==> src/rtl/uart_pkg.sv <==
// Shared types and constants for the sample-to-UART serializer: FSM states,
// byte and frame sizes, and the frame byte-order helper.
package uart_pkg;

  typedef enum logic [1:0] {
    ST_IDLE  = 2'd0,
    ST_START = 2'd1,
    ST_DATA  = 2'd2,
    ST_STOP  = 2'd3
  } uart_state_e;

  localparam int BITS_PER_BYTE   = 8;
  localparam int FRAME_BYTES_HDR = 3;
  localparam int FRAME_BYTES_RAW = 2;

  // Byte at position idx within a frame: [header,] sample MSB, sample LSB.
  function automatic logic [7:0] frame_byte(input logic [15:0] sample,
                                            input logic [1:0]  idx,
                                            input logic        hdr_en,
                                            input logic [7:0]  hdr);
    logic [7:0] b;
    if (hdr_en) begin
      case (idx)
        2'd0:    b = hdr;
        2'd1:    b = sample[15:8];
        default: b = sample[7:0];
      endcase
    end else begin
      b = (idx == 2'd0) ? sample[15:8] : sample[7:0];
    end
    return b;
  endfunction

endpackage

==> src/rtl/uart_byte_tx.sv <==
// One 8N1 byte serializer: tx_o goes low on the byte_start edge, 10*CLKS_PER_BIT cycles per byte.
// byte_done_o marks the last stop-bit cycle; a byte_start there chains the next start bit with no gap.
module uart_byte_tx
  import uart_pkg::*;
#(
  parameter int CLKS_PER_BIT = 18
) (
  input  logic       clk_i,
  input  logic       rst_n_i,
  input  logic       byte_start_i,
  input  logic [7:0] byte_i,
  output logic       tx_o,
  output logic       byte_done_o
);

  localparam int CW = $clog2(CLKS_PER_BIT);

  uart_state_e   r_state, w_state_nxt;
  logic [CW-1:0] r_cnt, w_cnt_nxt;
  logic [2:0]    r_bit, w_bit_nxt;
  logic [7:0]    r_shift, w_shift_nxt;
  logic          r_tx, w_tx_nxt;
  logic          w_last_clk, w_done;

  assign w_last_clk = (r_cnt == CW'(CLKS_PER_BIT - 1));

  always_ff @(posedge clk_i) begin
    if (!rst_n_i) begin
      r_state <= ST_IDLE;
      r_cnt   <= '0;
      r_bit   <= '0;
      r_shift <= '0;
      r_tx    <= 1'b1;
    end else begin
      r_state <= w_state_nxt;
      r_cnt   <= w_cnt_nxt;
      r_bit   <= w_bit_nxt;
      r_shift <= w_shift_nxt;
      r_tx    <= w_tx_nxt;
    end
  end

  always_comb begin
    w_state_nxt = r_state;
    w_cnt_nxt   = r_cnt + 1'b1;
    w_bit_nxt   = r_bit;
    w_shift_nxt = r_shift;
    w_done      = 1'b0;
    w_tx_nxt    = 1'b1;
    case (r_state)
      ST_IDLE: begin
        w_cnt_nxt = '0;
        if (byte_start_i) begin
          w_state_nxt = ST_START;
          w_shift_nxt = byte_i;
        end
      end
      ST_START: begin
        if (w_last_clk) begin
          w_state_nxt = ST_DATA;
          w_cnt_nxt   = '0;
          w_bit_nxt   = '0;
        end
      end
      ST_DATA: begin
        if (w_last_clk) begin
          w_cnt_nxt   = '0;
          w_shift_nxt = {1'b0, r_shift[7:1]};
          if (r_bit == 3'(BITS_PER_BYTE - 1)) w_state_nxt = ST_STOP;
          else                                w_bit_nxt   = r_bit + 3'd1;
        end
      end
      ST_STOP: begin
        if (w_last_clk) begin
          w_done    = 1'b1;
          w_cnt_nxt = '0;
          if (byte_start_i) begin
            w_state_nxt = ST_START;
            w_shift_nxt = byte_i;
          end else begin
            w_state_nxt = ST_IDLE;
          end
        end
      end
      default: w_state_nxt = ST_IDLE;
    endcase
    // Line level follows the state being entered so tx_o stays a pure register.
    case (w_state_nxt)
      ST_START: w_tx_nxt = 1'b0;
      ST_DATA:  w_tx_nxt = w_shift_nxt[0];
      default:  w_tx_nxt = 1'b1;
    endcase
  end

  assign tx_o        = r_tx;
  assign byte_done_o = w_done;

endmodule

==> src/rtl/uart_sample_tx.sv <==
// Frames each accepted 16-bit sample as [HEADER,] MSB, LSB over 8N1; start bit begins on the accept edge.
// Ready only while idle, so upstream stalls for the whole frame plus one cycle.
module uart_sample_tx
  import uart_pkg::*;
#(
  parameter int         CLKS_PER_BIT = 18,
  parameter bit         HEADER_EN    = 1'b1,
  parameter logic [7:0] HEADER       = 8'hA5
) (
  input  logic        clk_i,
  input  logic        rst_n_i,
  input  logic [15:0] sample_i,
  input  logic        sample_valid_i,
  output logic        sample_ready_o,
  output logic        tx_o,
  output logic        busy_o,
  output logic        frame_done_o
);

  localparam logic [1:0] LAST_IDX = HEADER_EN ? 2'(FRAME_BYTES_HDR - 1)
                                              : 2'(FRAME_BYTES_RAW - 1);

  logic [15:0] r_sample;
  logic [1:0]  r_byte_idx;
  logic        r_ready, r_busy;
  logic        w_accept, w_byte_done, w_last_byte, w_byte_start;
  logic [7:0]  w_byte;

  assign w_accept     = sample_valid_i & r_ready;
  assign w_last_byte  = (r_byte_idx == LAST_IDX);
  assign w_byte_start = w_accept | (w_byte_done & r_busy & ~w_last_byte);

  // The first byte is fetched straight from sample_i since r_sample loads on the same edge.
  assign w_byte = w_accept ? frame_byte(sample_i, 2'd0, HEADER_EN, HEADER)
                           : frame_byte(r_sample, r_byte_idx + 2'd1, HEADER_EN, HEADER);

  always_ff @(posedge clk_i) begin
    if (!rst_n_i) begin
      r_sample   <= '0;
      r_byte_idx <= '0;
      r_ready    <= 1'b0;
      r_busy     <= 1'b0;
    end else if (w_accept) begin
      r_sample   <= sample_i;
      r_byte_idx <= '0;
      r_ready    <= 1'b0;
      r_busy     <= 1'b1;
    end else if (r_busy) begin
      if (w_byte_done) begin
        if (w_last_byte) begin
          r_busy     <= 1'b0;
          r_ready    <= 1'b1;
          r_byte_idx <= '0;
        end else begin
          r_byte_idx <= r_byte_idx + 2'd1;
        end
      end
    end else begin
      r_ready <= 1'b1;
    end
  end

  uart_byte_tx #(
    .CLKS_PER_BIT(CLKS_PER_BIT)
  ) u_byte_tx (
    .clk_i       (clk_i),
    .rst_n_i     (rst_n_i),
    .byte_start_i(w_byte_start),
    .byte_i      (w_byte),
    .tx_o        (tx_o),
    .byte_done_o (w_byte_done)
  );

  assign sample_ready_o = r_ready;
  assign busy_o         = r_busy;
  assign frame_done_o   = w_byte_done & w_last_byte & r_busy;

endmodule

==> config.mk <==
export PLATFORM = sky130hd
export DESIGN_NAME = uart_sample_tx
export DESIGN_NICKNAME = d
export VERILOG_FILES = /design/src/rtl/uart_pkg.sv /design/src/rtl/uart_byte_tx.sv /design/src/rtl/uart_sample_tx.sv
export SDC_FILE = /design/constraint.sdc
export NUM_CORES = 1
export LEC_CHECK = 0
export CAP_MARGIN = 20
export CELL_PAD_IN_SITES_DETAIL_PLACEMENT = 1
export CELL_PAD_IN_SITES_GLOBAL_PLACEMENT = 1
export CORE_ASPECT_RATIO = 0.7
export CORE_UTILIZATION = 40
export DETAILED_ROUTE_END_ITERATION = 6
export DONT_BUFFER_PORTS = 1
export PLACE_DENSITY = 0.78
export SETUP_SLACK_MARGIN = 0.2
export SLEW_MARGIN = 10
export SYNTH_ARGS = -nofsm -noshare
export SYNTH_HDL_FRONTEND = slang
export SYNTH_SLANG_ARGS = --single-unit
==> constraint.sdc <==
create_clock -name clk_i -period 2.1 [get_ports clk_i]
set_input_delay 0.21 -clock clk_i [delete_from_list [all_inputs] [get_ports clk_i]]
set_output_delay 0.21 -clock clk_i [all_outputs]
set_load 0.005 [all_outputs]
==> results of run 1 <==
[metrics by stage]
stage	instances	hold WS, ns	power, mW
floorplan	234	0.355	0.897
global placement	282	0.308	0.922
detailed placement	282	0.309	0.927
CTS	291	0.0237	1.69
global route	294	0.0348	1.74
finish	294	0.0355	1.67
[logic make-up after synthesis]
family	synth area share (%)
compound gates	23.3
xor+xnor	1.84
fa+ha+maj	5.92
buf+inv	4.47
flops	41.1
mux	1.12
simple gates	22.3
[routing by layer]
metal  GRT usage, %  vias up  wire, µm
met5              0        -         0
met4           8.72        0        86
met3           4.70        9       149
met2           32.6       22      1990
met1           25.4      753      2330
li1               -      811         -
[layout make-up]
class | count | area [µm²]
clock inverter | 3 | 67.6
clock buffer | 5 | 68.8
timing repair buffer | 11 | 85.1
multi-input combinational | 175 | 1060
sequential | 39 | 783
fill | 536 | 2300
inverter | 6 | 22.5
tap | 55 | 68.8
[worst register-to-register path: stages (launching register included)]
cell and delay, ns:
dfxtp_2 0.36, inv_1 0.10, ha_1 0.32, buf_4 0.19
a211o_1 0.30, a21oi_1 0.21, nor4_2 0.07, a32oi_1 0.17
[flip-flops by register name, summed over array words and instances, names as in the netlist]
| register | count |
|---|---|
| u_byte_tx.r_state | 2 |
| u_byte_tx.tx_o | 1 |
| busy_o | 1 |
| r_byte_idx | 2 |
| r_sample | 16 |
| u_byte_tx.r_cnt | 5 |
| sample_ready_o | 1 |
| u_byte_tx.r_shift | 8 |
| u_byte_tx.r_bit | 3 |
[cell usage in the layout, fill, tap and decap left out, types with 2 or more instances in the layout]
cell type  synthesis  routed
nand2_1           52      52
dfxtp_1           39      37
a21boi_0          20      20
a21oi_1           17      17
o21ai_0           15      15
nor2_1            15      14
buf_4              0      10
ha_1               9       9
nand3_1            7       7
inv_1              6       6
a22oi_1            5       5
clkbuf_8           0       5
and2_1             2       2
a22o_1             2       2
xor2_1             2       2
xnor2_1            2       2
a21o_1             2       2
a32oi_1            2       2
nor2b_1            2       2
bufinv_16          0       2
dfxtp_2            0       2
[timing repair]
item	CTS	global route
buffers inserted	0	3
endpoints found under the hold margin	1	0
pin swaps	0	2
hold buffers	1	0
setup endpoints to repair	2	7
gates resized for setup	2	6
[power by group through the flow]
| stage | clock, mW | combinational (mW) | sequential [mW] |
|---|---|---|---|
| after floorplan | 0 | 0.0970 | 0.800 |
| after global placement | 0 | 0.112 | 0.811 |
| after detailed placement | 0 | 0.115 | 0.812 |
| after CTS | 0.775 | 0.121 | 0.794 |
| after global routing | 0.801 | 0.139 | 0.799 |
| final | 0.760 | 0.120 | 0.794 |
[how the worst max path moves through the flow]
stage,start,endpoint,cells after the start
final,u_byte_tx.r_cnt[0],frame_done_o,4
after global routing,u_byte_tx.r_cnt[1],frame_done_o,5
after CTS,u_byte_tx.r_cnt[0],frame_done_o,4
after detailed placement,r_byte_idx[0],u_byte_tx.tx_o,7
after global placement,r_byte_idx[0],u_byte_tx.tx_o,7
after floorplan,r_byte_idx[0],u_byte_tx.tx_o,8
==> impl_results.md, run 1 <==
* Synth cell types at 41
* Post-synth EDFFs at 0
* Slowest CP cell: dfxtp_1
* Wire length of the first global-routing pass at 7640 µm
* Clk pwr share at 45.4%
* Synth area leader: dfxtp_1
* # clock sinks at 39
* Die Span Y at 59.7 µm
* P&R area growth vs syn at 13.2%
* CP cell instances: ha_1 -> and4bb_4 -> and3_4 -> and3_1
* Largest net degree at the start of global routing at 31
* WL per Instance at 15.5 µm
* Worst slew margin at 69.0%
* Max-cap violations at 0
* Mapped Nets at 262
* Pleak at 0.805 nW
* Required time of the critical path at 1.89 ns
* Gate Count Post-Synth at 234
* Synth async-reset ratio at 0%
* Vias in the first global route at 1641
* RePlAce Congestion at 0.761
* Core Rows at 20
* Top cell type's share of synthesized area at 41.1%
* Critical path type: register to output port
* Worst setup margin at 0.240 ns
* Max Clk Rate at 538 MHz
* Initial Utilization at 42.7%
* Combinational group share of total power at 7.2%
* Yosys warns at 0
* Top FF cell, synth: dfxtp_1
* RSZ-0062 raised after global routing: no
* Worst-margin pin slew at 0.464 ns
* Tot GR Track Use at 19.8%
* Root Buffer: clkbuf_8
* Most frequent cells after synthesis: 52 x nand2_1, 39 x dfxtp_1, 20 x a21boi_0
* Grt total ovfl at 0
* Synth area leaders: dfxtp_1 41%, nand2_1 10%, a21boi_0 7.9%
* Worst skew pair latency at 0.30 ns
* Clk buf depth at 2
* Total I/O pin count at 23
* Synth Cell Area at 0.00190 mm²
* # DRC at 4
* CP delay by family, top: simple AND/OR/NAND/NOR gates
* H-tree depth at 2
* Worst clock skew at 0.00702 ns
* Maximum vdd drop at 0.000356 V
* Post-DP HPWL at 3090 µm
* Capturing point of the worst reg2reg path: u_byte_tx.tx_o
* Drt pass-1 iters at 6
* Cell area power density at 778 mW/mm²
* Worst hold path endpoint: busy_o
* Clk pin slew, worst setup/hold paths at 0.08 ns
* CORE AREA at 0.00445 mm²
* Syn avg cell area at 8.13 µm²
* CP Max Fanout at 8
* Routed wire length at 4550 µm
* Vias post-DR at 1595
* Slowest Stage Delay on Critical Path at 0.39 ns
* Most frequent cell after synthesis: nand2_1
* Die Width at 84.4 µm
* Status: finished with violations
* Period utilization at 88.6%
* CTS tree: yes
* Min Tclk post-route at 1.86 ns
* Antenna diodes at 0
* Reg2Reg Launch Point: r_byte_idx[1]
* Hold path startpoint: rst_n_i
* Final Net Count at 266
* End-of-flow core utilization at 48.3%
* Hold Path Cell Cnt at 1
* Final setup TNS at 0 ns
* Sequential share of the synthesized area at 41.1%
* Internal at 1.29 mW
* Post-route cell area at 0.00215 mm²
* Critical Path Source Type: register
* Flip-flop and latch count after synthesis at 39
* Setup slack at placement at 0.218 ns
* Starting DRT DRC Count at 64
* Final hold vios at 0
* Final setup vio count at 0
* Hold Crit Class: primary input to register
* Worst reg-to-reg path cell count at 7
* Reg2Reg Setup Slack at 0.32 ns
* Worst Path Arrival at 1.65 ns
* PortBufs at 0
* Post-DRT Antenna Nets at 0
* Layout cells sized above 1 at 11.7%
* Slew Viols, Final at 0
* CTS buffer count at 5
* Reg power frac at 47.4%
* Crit path buffers/inverters at 0
* Failing checks: DRC
* Via density at 5.43
* Cell Area, Placed at 0.00196 mm²
* Initial antenna violation count at 0
* Die area at 0.00504 mm²
* Crit end category: output port
* P_sw at 0.380 mW
* Sw Share at 22.7%
(Power assumes the default switching activity.)
==> run 2, diff against run 1 <==
--- a/config.mk
+++ b/config.mk
@@ -9,10 +9,10 @@
 export CELL_PAD_IN_SITES_DETAIL_PLACEMENT = 1
 export CELL_PAD_IN_SITES_GLOBAL_PLACEMENT = 1
 export CORE_ASPECT_RATIO = 0.7
-export CORE_UTILIZATION = 40
+export CORE_UTILIZATION = 30
 export DETAILED_ROUTE_END_ITERATION = 6
 export DONT_BUFFER_PORTS = 1
-export PLACE_DENSITY = 0.78
+export PLACE_DENSITY = 0.63
 export SETUP_SLACK_MARGIN = 0.2
 export SLEW_MARGIN = 10
 export SYNTH_ARGS = -nofsm -noshare
==> run 2 against run 1 <==
Compared with the run above: the run now ends clean; sequential power is essentially flat; highest routed layer unchanged; combinational power is essentially flat; die area grew 32%; setup slack gained 0.055 ns; largest power group unchanged; core utilization shrank 13 points; routed wire length shrank 0.84%; hold slack lost 0.026 ns; fmax grew 3.0%; count of clock-buffer cells in the layout grew 1.
==> impl_results.md, run 2 (synthesis results as in run 1) <==
* Capturing point of the worst reg2reg path: u_byte_tx.r_shift[1]
* Reg2Reg Launch Point: r_byte_idx[0]
* Reg2Reg Setup Slack at 0.32 ns
* Max Clk Rate at 554 MHz
* Grt total ovfl at 0
* Vias in the first global route at 1522
* Routed wire length at 4510 µm
* Post-CTS Hold Fix Bufs at 0
* Most flop-heavy register: r_sample
* End-of-flow core utilization at 35.4%
* # DRC at 0
* Worst clock skew at 0.0108 ns
* Drt pass-1 iters at 4
* Worst hold path endpoint: u_byte_tx.tx_o
* Slew Viols, Final at 0
* CTS tree: yes
* CP Max Fanout at 9
* Critical path type: register to output port
* Clk pin slew, worst setup/hold paths at 0.08 ns
* Worst Path Arrival at 1.60 ns
* Min Tclk post-route at 1.81 ns
* Most frequent cells in the layout: 52 x nand2_1, 36 x dfxtp_1, 20 x a21boi_0
* Total placed cells including tap cells at 302
* Root Buffer: clkbuf_8
* WL per Instance at 14.6 µm
* Initial Utilization at 32.1%
* Final hold vios at 0
* Critical Path Source Type: register
* Die Width at 97.2 µm
* Hold Path Cell Cnt at 1
* Worst setup margin at 0.294 ns
* Post-DP HPWL at 3230 µm
* Final non-filler cell total at 309
* Die area at 0.00667 mm²
* Internal at 1.08 mW
* Initial antenna violation count at 0
* Regs by FF count: r_sample (16), u_byte_tx.r_shift (8), u_byte_tx.r_cnt (5)
* Max-cap violations at 0
* Combinational group share of total power at 8.4%
* Worst reg-to-reg path cell count at 8
* Antenna diodes at 0
* Post-CTS Setup Bufs at 0
* Max reg flops at 16
* Crit end category: output port
* Die Span Y at 68.6 µm
* Crit path buffers/inverters at 1
* CP cell instances: inv_1 -> ha_1 -> and4bb_4 -> and3_2 -> and3_1
* Via density at 5.16
* CTS buffer count at 5
* Required time of the critical path at 1.89 ns
* Period utilization at 86.0%
* Setup slack at placement at 0.180 ns
* # clock sinks at 39
* P_sw at 0.360 mW
* Worst slew margin at 73.4%
* Hold Crit Class: primary input to register
* Most common cell after layout, fill and taps aside: nand2_1
* RSZ-0062 raised after global routing: yes
* Final Net Count at 262
* Cell area power density at 685 mW/mm²
* Starting DRT DRC Count at 41
* Tot GR Track Use at 14.6%
* Layout cells sized above 1 at 10.7%
* Post-DRT Antenna Nets at 0
* Hold path startpoint: rst_n_i
* Cell Area, Placed at 0.00199 mm²
* Final setup TNS at 0 ns
* Clk pwr share at 36.3%
* Sw Share at 25.0%
* Core Rows at 23
* RePlAce Congestion at 0.745
* Worst-margin pin slew at 0.399 ns
* Maximum vdd drop at 0.000226 V
* Final setup vio count at 0
* Vias post-DR at 1593
* P&R area growth vs syn at 10.3%
* Total I/O pin count at 23
* H-tree depth at 2
* Slowest Stage Delay on Critical Path at 0.33 ns
* Slowest CP cell: dfxtp_1
* Status: complete, no violations
* Post-route cell area at 0.00210 mm²
* Worst skew pair latency at 0.29 ns
* CP delay by family, top: simple AND/OR/NAND/NOR gates
* CORE AREA at 0.00593 mm²
* Clk buf depth at 2
* Wire length of the first global-routing pass at 7520 µm
* PortBufs at 0
* Largest net degree at the start of global routing at 31
* Pleak at 0.770 nW
* Reg power frac at 55.3%
[run 2: final cells by class]
type	count	area [µm²]
Multi-Input combinational cell	175	1060
Tap cell	75	93.8
Sequential cell	39	785
Fill cell	721	3830
Clock buffer	6	82.6
Inverter	6	22.5
Timing Repair Buffer	7	52.6
Clock inverter	1	5.00
[run 2: metrics by stage]
step                total power, mW  hold slack, ns
floorplan                     0.897           0.355
global placement              0.927           0.309
detailed placement            0.929           0.321
CTS                            1.46         0.00197
global route                   1.52         0.00178
finish                         1.44         0.00962
[run 2: per-layer routing]
| layer | up-vias | share of wire, % | global-route usage [%] |
|---|---|---|---|
| met3 | 5 | 3.7 | 3.63 |
| met4 | 0 | 0.93 | 5.04 |
| met1 | 767 | 56 | 20.7 |
| met2 | 21 | 40 | 21.6 |
| met5 | - | 0 | 0 |
| li1 | 800 | - | - |
[run 2: worst max path at each step]
stage                                  start                    to  slack [ns]  depth (start not counted)
after global routing           r_byte_idx[0]  u_byte_tx.r_shift[1]        0.16                          8
after detailed placement       r_byte_idx[0]        u_byte_tx.tx_o        0.18                          7
after floorplan                r_byte_idx[0]        u_byte_tx.tx_o        0.35                          8
after CTS                 u_byte_tx.r_cnt[0]          frame_done_o        0.21                          4
final                     u_byte_tx.r_cnt[1]          frame_done_o        0.29                          5
after global placement         r_byte_idx[0]  u_byte_tx.r_shift[1]        0.27                          8
[run 2: worst register-to-register path, delay by kind of cell (launching register included)]
family | cells | cell delay (ns)
and+or+nand+nor | 1 | 0.18
DFF | 1 | 0.37
buffers and inverters | 2 | 0.24
adders and majority gates | 1 | 0.23
AOI/OAI and AO/OA | 4 | 0.63
[run 2: power groups by stage]
stage               Clock [mW]  Combinational, mW  Sequential, mW
floorplan                    0             0.0970           0.800
global placement             0              0.115           0.811
detailed placement           0              0.118           0.811
CTS                      0.545              0.121           0.794
global route             0.577              0.139           0.799
finish                   0.521              0.121           0.795
[run 2: timing repair]
action / 4_1_cts / 5_1_grt
setup endpoints to repair: 5 / 7
resized for setup: 4 / 5
pin swaps: 0 / 2
endpoints found under the hold margin: 0 / 0
